**src/rtl/aes_shift_rows_if.sv**
```systemverilog
// Handshake bundle for aes_shift_rows_pipe: input transfer side, output result side and busy.
interface aes_shift_rows_if #(
   parameter int unsigned NB = 4
) ();
   localparam int unsigned W = 32 * NB;

   logic         in_valid;
   logic         in_ready;
   logic         in_inv;
   logic [0:W-1] in_state;
   logic         out_valid;
   logic         out_ready;
   logic         out_inv;
   logic [0:W-1] out_state;
   logic         busy;

   modport slave (
      input  in_valid, in_inv, in_state, out_ready,
      output in_ready, out_valid, out_inv, out_state, busy
   );

   modport master (
      output in_valid, in_inv, in_state, out_ready,
      input  in_ready, out_valid, out_inv, out_state, busy
   );
endinterface

```
**src/rtl/aes_shift_rows_pipe.sv**
```systemverilog
// Rijndael (Inv)ShiftRows with one registered output stage; define AES_SHIFT_ROWS_SKID_EN
// to add a skid entry so that in_ready is a pure register output.
module aes_shift_rows_pipe #(
   parameter int unsigned NB = 4
) (
   input logic            clk,
   input logic            rst_n,
   aes_shift_rows_if.slave bus
);
   localparam int unsigned W = 32 * NB;

   if (!(NB == 4 || NB == 6 || NB == 8)) begin : g_bad_nb
      $error("aes_shift_rows_pipe: NB must be 4, 6 or 8");
   end

   // Row offsets C0..C3: rows 2 and 3 shift one extra column for 256-bit blocks
   function automatic int unsigned row_off(input int unsigned r);
      return (NB == 8 && r >= 2) ? r + 1 : r;
   endfunction

   logic [0:W-1] fwd_c;
   logic [0:W-1] inv_c;
   logic [0:W-1] perm_c;
   logic         in_fire_c;
   logic         out_fire_c;

   logic         out_valid_q, out_valid_d;
   logic         out_inv_q,   out_inv_d;
   logic [0:W-1] out_state_q, out_state_d;

   // Both permutations use constant byte indices; the mode bit only selects between them
   always_comb begin : p_perm
      fwd_c = '0;
      inv_c = '0;
      for (int unsigned c = 0; c < NB; c++) begin
         for (int unsigned r = 0; r < 4; r++) begin
            fwd_c[8*(4*c+r) +: 8] = bus.in_state[8*(4*((c + row_off(r)) % NB) + r) +: 8];
            inv_c[8*(4*c+r) +: 8] = bus.in_state[8*(4*((c + NB - row_off(r)) % NB) + r) +: 8];
         end
      end
      perm_c = bus.in_inv ? inv_c : fwd_c;
   end

   assign in_fire_c  = bus.in_valid & bus.in_ready;
   assign out_fire_c = out_valid_q & bus.out_ready;

   assign bus.out_valid = out_valid_q;
   assign bus.out_inv   = out_inv_q;
   assign bus.out_state = out_state_q;

`ifdef AES_SHIFT_ROWS_SKID_EN
   logic         skid_valid_q, skid_valid_d;
   logic         skid_inv_q,   skid_inv_d;
   logic [0:W-1] skid_state_q, skid_state_d;
   logic         in_ready_q,   in_ready_d;

   assign bus.in_ready = in_ready_q;
   assign bus.busy     = out_valid_q | skid_valid_q;

   // in_ready is only ever high with the skid entry empty, so a stalled accept lands there
   always_comb begin : p_next
      out_valid_d  = out_valid_q;
      out_inv_d    = out_inv_q;
      out_state_d  = out_state_q;
      skid_valid_d = skid_valid_q;
      skid_inv_d   = skid_inv_q;
      skid_state_d = skid_state_q;
      if (out_fire_c) begin
         if (skid_valid_q) begin
            out_inv_d    = skid_inv_q;
            out_state_d  = skid_state_q;
            skid_valid_d = 1'b0;
         end else if (in_fire_c) begin
            out_inv_d    = bus.in_inv;
            out_state_d  = perm_c;
         end else begin
            out_valid_d  = 1'b0;
         end
      end else if (in_fire_c) begin
         if (out_valid_q) begin
            skid_valid_d = 1'b1;
            skid_inv_d   = bus.in_inv;
            skid_state_d = perm_c;
         end else begin
            out_valid_d  = 1'b1;
            out_inv_d    = bus.in_inv;
            out_state_d  = perm_c;
         end
      end
      in_ready_d = ~skid_valid_d;
   end

   always_ff @(posedge clk) begin : p_regs
      if (!rst_n) begin
         out_valid_q  <= 1'b0;
         out_inv_q    <= 1'b0;
         out_state_q  <= '0;
         skid_valid_q <= 1'b0;
         skid_inv_q   <= 1'b0;
         skid_state_q <= '0;
         in_ready_q   <= 1'b0;
      end else begin
         out_valid_q  <= out_valid_d;
         out_inv_q    <= out_inv_d;
         out_state_q  <= out_state_d;
         skid_valid_q <= skid_valid_d;
         skid_inv_q   <= skid_inv_d;
         skid_state_q <= skid_state_d;
         in_ready_q   <= in_ready_d;
      end
   end
`else
   logic run_q, run_d;

   // run_q holds in_ready low through reset and for the cycle in which rst_n is released
   assign bus.in_ready = run_q & (~out_valid_q | bus.out_ready);
   assign bus.busy     = out_valid_q;

   always_comb begin : p_next
      run_d       = 1'b1;
      out_valid_d = out_valid_q;
      out_inv_d   = out_inv_q;
      out_state_d = out_state_q;
      if (in_fire_c) begin
         out_valid_d = 1'b1;
         out_inv_d   = bus.in_inv;
         out_state_d = perm_c;
      end else if (out_fire_c) begin
         out_valid_d = 1'b0;
      end
   end

   always_ff @(posedge clk) begin : p_regs
      if (!rst_n) begin
         run_q       <= 1'b0;
         out_valid_q <= 1'b0;
         out_inv_q   <= 1'b0;
         out_state_q <= '0;
      end else begin
         run_q       <= run_d;
         out_valid_q <= out_valid_d;
         out_inv_q   <= out_inv_d;
         out_state_q <= out_state_d;
      end
   end
`endif
endmodule

```
**src/flat_wrapper.sv**
```systemverilog
// flat-port wrapper written by rule: the top's interface ports become plain ports
module aes_shift_rows_pipe_flat 
#(
   parameter int unsigned NB = 4
)
  (clk, rst_n, bus_in_valid, bus_in_inv, bus_in_state, bus_out_ready, bus_in_ready, bus_out_valid, bus_out_inv, bus_out_state, bus_busy);
  aes_shift_rows_if #(.NB(NB)) bus_i ();
  input logic clk;
  input logic rst_n;
  input wire logic [$bits(bus_i.in_valid)-1:0] bus_in_valid;
  input wire logic [$bits(bus_i.in_inv)-1:0] bus_in_inv;
  input wire logic [$bits(bus_i.in_state)-1:0] bus_in_state;
  input wire logic [$bits(bus_i.out_ready)-1:0] bus_out_ready;
  output wire logic [$bits(bus_i.in_ready)-1:0] bus_in_ready;
  output wire logic [$bits(bus_i.out_valid)-1:0] bus_out_valid;
  output wire logic [$bits(bus_i.out_inv)-1:0] bus_out_inv;
  output wire logic [$bits(bus_i.out_state)-1:0] bus_out_state;
  output wire logic [$bits(bus_i.busy)-1:0] bus_busy;
  assign bus_i.in_valid = bus_in_valid;
  assign bus_i.in_inv = bus_in_inv;
  assign bus_i.in_state = bus_in_state;
  assign bus_i.out_ready = bus_out_ready;
  assign bus_in_ready = bus_i.in_ready;
  assign bus_out_valid = bus_i.out_valid;
  assign bus_out_inv = bus_i.out_inv;
  assign bus_out_state = bus_i.out_state;
  assign bus_busy = bus_i.busy;
  aes_shift_rows_pipe #(.NB(NB)) u_core (.clk(clk), .rst_n(rst_n), .bus(bus_i));
endmodule
```
**config.mk**
```make
export PLATFORM = sky130hd
export DESIGN_NAME = aes_shift_rows_pipe_flat
export DESIGN_NICKNAME = d
export VERILOG_FILES = /design/src/rtl/aes_shift_rows_if.sv /design/src/rtl/aes_shift_rows_pipe.sv /design/src/flat_wrapper.sv
export SDC_FILE = /design/constraint.sdc
export NUM_CORES = 1
export LEC_CHECK = 0
export BUFFER_PORTS_ARGS = -buffer_cell sky130_fd_sc_hd__buf_2
export CAP_MARGIN = 20
export CORE_ASPECT_RATIO = 1.2
export CORE_MARGIN = 3
export CORE_UTILIZATION = 51
export DETAILED_ROUTE_END_ITERATION = 10
export HOLD_SLACK_MARGIN = 0.15
export PLACE_DENSITY = 0.93
export SYNTH_ARGS = -nofsm -noshare
export SYNTH_HDL_FRONTEND = slang
export SYNTH_SLANG_ARGS = --single-unit
```
**constraint.sdc**
```tcl
create_clock -name clk -period 5.18 [get_ports clk]
set_clock_uncertainty 0.1 [all_clocks]
set_input_delay 1.554 -clock clk [delete_from_list [all_inputs] [get_ports clk]]
set_output_delay 1.554 -clock clk [all_outputs]
set_load 0.005 [all_outputs]
```
# Word level (Yosys, flattened, before mapping)
# Cells that the tools add are included.
[classes]
n_mux = 4
bitwise = 5
n_reduce_logical = 1
[op_table]
columns = ["op", "n"]
rows = [
  ["$mux W120", 1],
  ["$and A1 B1 Y1", 3],
  ["$mux W1", 3],
  ["$reduce_bool A2 Y1", 1],
  ["$not A1 Y1", 1],
  ["$or A1 B1 Y1", 1],
]
[totals]
regBits = 131
output_inout_bits = 132
word_cells = 14

# Depth between registers and ports, before layout
[logic_depth]
depth_word = 5
ltp_mapped = 6
depth_no_buf = 3

# Worst setup path before layout
# No wires, ideal clock.
[synth_path]
kind = "input port to output port"
from = "input bus_out_ready"
to = "output bus_in_ready"
required_ns = 3.526
cell_stages = 5
slack_ns = 1.277
arrival_time_ns = 2.249
cell_sequence = "nand2b_1 -> buf_2 -> buf_6 -> buf_2 -> and2_1"
[synth_between]
elab_chain_cells = 2
[synth_rtl]
columns = ["item", "line", "text"]
rows = [
  ["start, declared", "flat_wrapper.sv:13", "input wire logic [$bits(bus_i.out_ready)-1:0] bus_out_ready;"],
  ["$or A1 B1 Y1", "aes_shift_rows_pipe.sv:116", "assign bus.in_ready = run_q & (~out_valid_q | bus.out_ready);"],
  ["$and A1 B1 Y1", "aes_shift_rows_pipe.sv:116", ""],
  ["end, declared", "flat_wrapper.sv:14", "output wire logic [$bits(bus_i.in_ready)-1:0] bus_in_ready;"],
]
# Every way passes these cells.

# Worst setup path in the final report
# Same ends and word-level chain as after synthesis.

==> results.sh <==
export IMPL_status="completed"
export IMPL_part_of_the_total_power_dissipated_in_the_clock_network_pct=43.6
export IMPL_cts_root_buffer="sky130_fd_sc_hd__clkbuf_16"
export IMPL_main_combinational_cell_family_by_area_after_synthesis="compound AO/OA/AOI/OAI gates"
export IMPL_clock_latency_ps=400
export IMPL_max_slew_margin_pct=26.6
export IMPL_grt_overflow=0
export IMPL_antenna_cells=0
export IMPL_layout_area_overhead_vs_synth_pct=28.6
export IMPL_synth_xor_xnor_area_share_pct=0
export IMPL_synth_area_top_cells="sky130_fd_sc_hd__dfxtp_1 (44%), sky130_fd_sc_hd__a211oi_2 (13%), sky130_fd_sc_hd__mux2i_1 (11%), sky130_fd_sc_hd__a21oi_1 (8.5%), sky130_fd_sc_hd__nand3_1 (5.4%)"
export IMPL_drv_slew=0
export IMPL_clock_fmax_mhz=243
export IMPL_antenna_found_initial=0
export IMPL_num_fill_cells=908
export IMPL_core_area_um2=11200
export IMPL_timing_critical_path_required_ps=3530
export IMPL_internal_power_w=0.00193
export IMPL_share_comb_of_total_power_pct=14.3
export IMPL_detailedRoute_firstIterationViolations=343
export IMPL_synth_ff_latch_count=131
export IMPL_wire_per_inst_um=17.6
export IMPL_detail_route_antenna_nets=0
export IMPL_io_buffer_count=264
export IMPL_fp_dieArea_um2=13100
export IMPL_power_leakage_nw=3.39
export IMPL_adder_and_majority_gate_portion_of_the_synthesized_area_pct=0
export IMPL_nets=948
export IMPL_synth_cell_area_um2=5980
export IMPL_tritoncts="yes"
export IMPL_x_dimension_of_the_die_um=105
export IMPL_fin_area_um2=7690
export IMPL_rrSetupSlack_ps=2750
export IMPL_rr_worst_depth=4
export IMPL_final_period_utilization_pct=79.4
export IMPL_setup_tns_ps=0
export IMPL_net_count_after_synthesis=730
export IMPL_detailedPlacementHpwl_um=11500
export IMPL_grt_setup_unrepaired="no"
export IMPL_postRouteWirelength_um=17300
export IMPL_grt_util_all_layers_pct=25.8
export IMPL_synth_area_in_compound_gates_pct=31.1
export IMPL_post_cts_repair_setup_buffers=0
export IMPL_power_total_w=0.00262
export IMPL_worstSetupPathType="primary input to output pin"
export IMPL_cts_hold_buf=0
export IMPL_grt_pass1_wl_um=27700
export IMPL_tritoncts_num_buffers=17
export IMPL_netlist_area_leader_share_pct=43.8
export IMPL_hold_path_class="flop to flop"
export IMPL_net_switching_power_w=0.000685
export IMPL_final_min_clock_period_ps=4110
export IMPL_drv_cap=0
export IMPL_initial_utilization_pct=53.2
export IMPL_timing_critical_path_arrival_ps=2460
export IMPL_powerDensity_nw_per_um2=340
export IMPL_layoutNonFillerInstCount=982
export IMPL_ys_types=24
export IMPL_cts_root_to_sink_buffers=2
export IMPL_num_vias=5574
export IMPL_p_sw_share_pct=26.2
export IMPL_finalHoldViolations=0
export IMPL_dp_cells=950
export IMPL_placement_rows=42
export IMPL_whs_ps=371
export IMPL_synth_seq_area_share_pct=43.8
export IMPL_setup_worst_path_start_class="primary input"
export IMPL_finalSetupViolCount=0
export IMPL_worstSetupEndpointType="output pin"
export IMPL_vias_per_cell=5.68
export IMPL_maximum_number_of_pins_on_one_net_before_global_route_repair=93
export IMPL_yosys_area_top_type="sky130_fd_sc_hd__dfxtp_1"
export IMPL_synth_simple_gate_area_share_pct=6.46
export IMPL_seq_power_share_pct=42.0
export IMPL_clock_sink_count=131
export IMPL_ioPinCount=265
export IMPL_placement_cell_area_um2=7120
export IMPL_grt_pass1_vias=5451
export IMPL_cp_max_fo=40
export IMPL_synthCells=597
export IMPL_height_of_the_die_um=125
export IMPL_clock_tree_htree_level_count=4
export IMPL_detailedRoute_firstPassIterationCount=5
export IMPL_drc=0
export IMPL_clk_pin_slew_worst_paths_ps=60
export IMPL_vdd_ir_drop_worst_uv=245
export IMPL_timing_worst_slew_pin_value_ps=1100
export IMPL_hold_path_cell_count=2
export IMPL_synthesis_area_per_instance_um2=10.0
export IMPL_synthesis_yosys_warnings=0
export IMPL_cts_resized=0
export IMPL_synth_mux_area_share_pct=10.7
export IMPL_gpl_final_weighted_congestion=0.783
export IMPL_layout_drive_gt1_share_pct=47.8
-- power by group through the flow --
stage / clock, W / sequential [W] / combinational [W]
after floorplan: 0 / 0.00112 / 0.000226
after global placement: 0 / 0.00112 / 0.000365
after detailed placement: 0 / 0.00112 / 0.000374
after CTS: 0.00116 / 0.00110 / 0.000376
after global routing: 0.00121 / 0.00111 / 0.000411
final: 0.00114 / 0.00110 / 0.000375
-- worst paths after layout --
path	end	start
setup / recovery	bus_in_ready	bus_out_ready
hold / removal	u_core.bus.out_state[1]$_SDFFE_PN0P_	u_core.bus.out_state[1]$_SDFFE_PN0P_
setup reg to reg	u_core.bus.out_state[78]$_SDFFE_PN0P_	u_core.bus.busy$_SDFFE_PN0P_
hold reg to reg	u_core.bus.out_state[1]$_SDFFE_PN0P_	u_core.bus.out_state[1]$_SDFFE_PN0P_
-- routing by layer --
metal  GRT usage [%]  vias to the layer above  wire length (um)
met5               0                        -                 0
met4            9.81                        0               454
met3            9.90                       33              1720
met2            41.5                      294              8290
met1            31.1                     2609              6790
li1                -                     2638                 -
-- critical path, stage by stage --
cell	delay, ps
sky130_fd_sc_hd__buf_2	120
sky130_fd_sc_hd__nand2b_4	360
sky130_fd_sc_hd__and2_1	280
sky130_fd_sc_hd__buf_2	120
-- kinds of logic after synthesis --
logic type / count (synthesis)
buf+inv: 72
compound gates: 259
mux: 64
simple gates: 71
flops: 131
-- layout make-up --
cell class	count	area, um^2	area share (%)
Timing Repair Buffer	270	1390	18.1
Tap cell	154	193	2.51
Clock inverter	12	108	1.40
Sequential cell	131	2620	34.1
Inverter	1	6.26	0.0813
Clock buffer	20	467	6.07
Multi-Input combinational cell	394	2900	37.7
-- cell usage after synthesis --
master                     number
sky130_fd_sc_hd__a21oi_1      102
sky130_fd_sc_hd__nand2b_1       1
sky130_fd_sc_hd__nor2b_2        1
sky130_fd_sc_hd__and2_1         1
sky130_fd_sc_hd__clkbuf_4       2
sky130_fd_sc_hd__nand3_1       65
sky130_fd_sc_hd__mux2i_1       64
sky130_fd_sc_hd__buf_1          3
sky130_fd_sc_hd__clkbuf_1      18
sky130_fd_sc_hd__buf_6          8
sky130_fd_sc_hd__buf_8          2
sky130_fd_sc_hd__buf_12         1
sky130_fd_sc_hd__dfxtp_1      131
sky130_fd_sc_hd__a211oi_2      60
sky130_fd_sc_hd__a21oi_2       28
sky130_fd_sc_hd__buf_2         18
sky130_fd_sc_hd__buf_4         19
sky130_fd_sc_hd__o21ai_1        7
sky130_fd_sc_hd__and2_4         1
sky130_fd_sc_hd__inv_1          1
sky130_fd_sc_hd__nand2_4        1
sky130_fd_sc_hd__o21ai_0       58
sky130_fd_sc_hd__nor2_8         1
sky130_fd_sc_hd__a211oi_1       4
-- through the flow --
step / utilization, % / setup WS, ps
after floorplan: - / 1280
after detailed placement: 63.3 / 1090
final: 68.4 / 1070
after global placement: 63.3 / 1090
after global routing: 68.4 / 1040
after CTS: 68.4 / 1090
-- sequential cells by signal, indices dropped and copies added (netlist names) --
| register | flops |
|---|---|
| u_core.bus.busy | 1 |
| u_core.bus.out_inv | 1 |
| u_core.bus.out_state | 128 |
| u_core.run_q | 1 |
-- cell usage in the layout, fill, tap and decap left out --
cell,count
sky130_fd_sc_hd__inv_4,1
sky130_fd_sc_hd__buf_2,263
sky130_fd_sc_hd__mux2i_1,64
sky130_fd_sc_hd__nor2b_4,1
sky130_fd_sc_hd__and2_1,1
sky130_fd_sc_hd__a211oi_1,4
sky130_fd_sc_hd__a21oi_2,28
sky130_fd_sc_hd__clkbuf_8,3
sky130_fd_sc_hd__o21ai_0,58
sky130_fd_sc_hd__buf_4,5
sky130_fd_sc_hd__nand3_1,65
sky130_fd_sc_hd__buf_12,2
sky130_fd_sc_hd__nor2_8,1
sky130_fd_sc_hd__clkbuf_16,17
sky130_fd_sc_hd__nand2_4,1
sky130_fd_sc_hd__clkinvlp_4,6
sky130_fd_sc_hd__o21ai_1,7
sky130_fd_sc_hd__and2_4,1
sky130_fd_sc_hd__clkinv_2,3
sky130_fd_sc_hd__bufinv_16,1
sky130_fd_sc_hd__a211oi_2,60
sky130_fd_sc_hd__clkinv_4,2
sky130_fd_sc_hd__nand2b_4,1
sky130_fd_sc_hd__dfxtp_1,131
sky130_fd_sc_hd__a21oi_1,102
(Power assumes the default switching activity.)
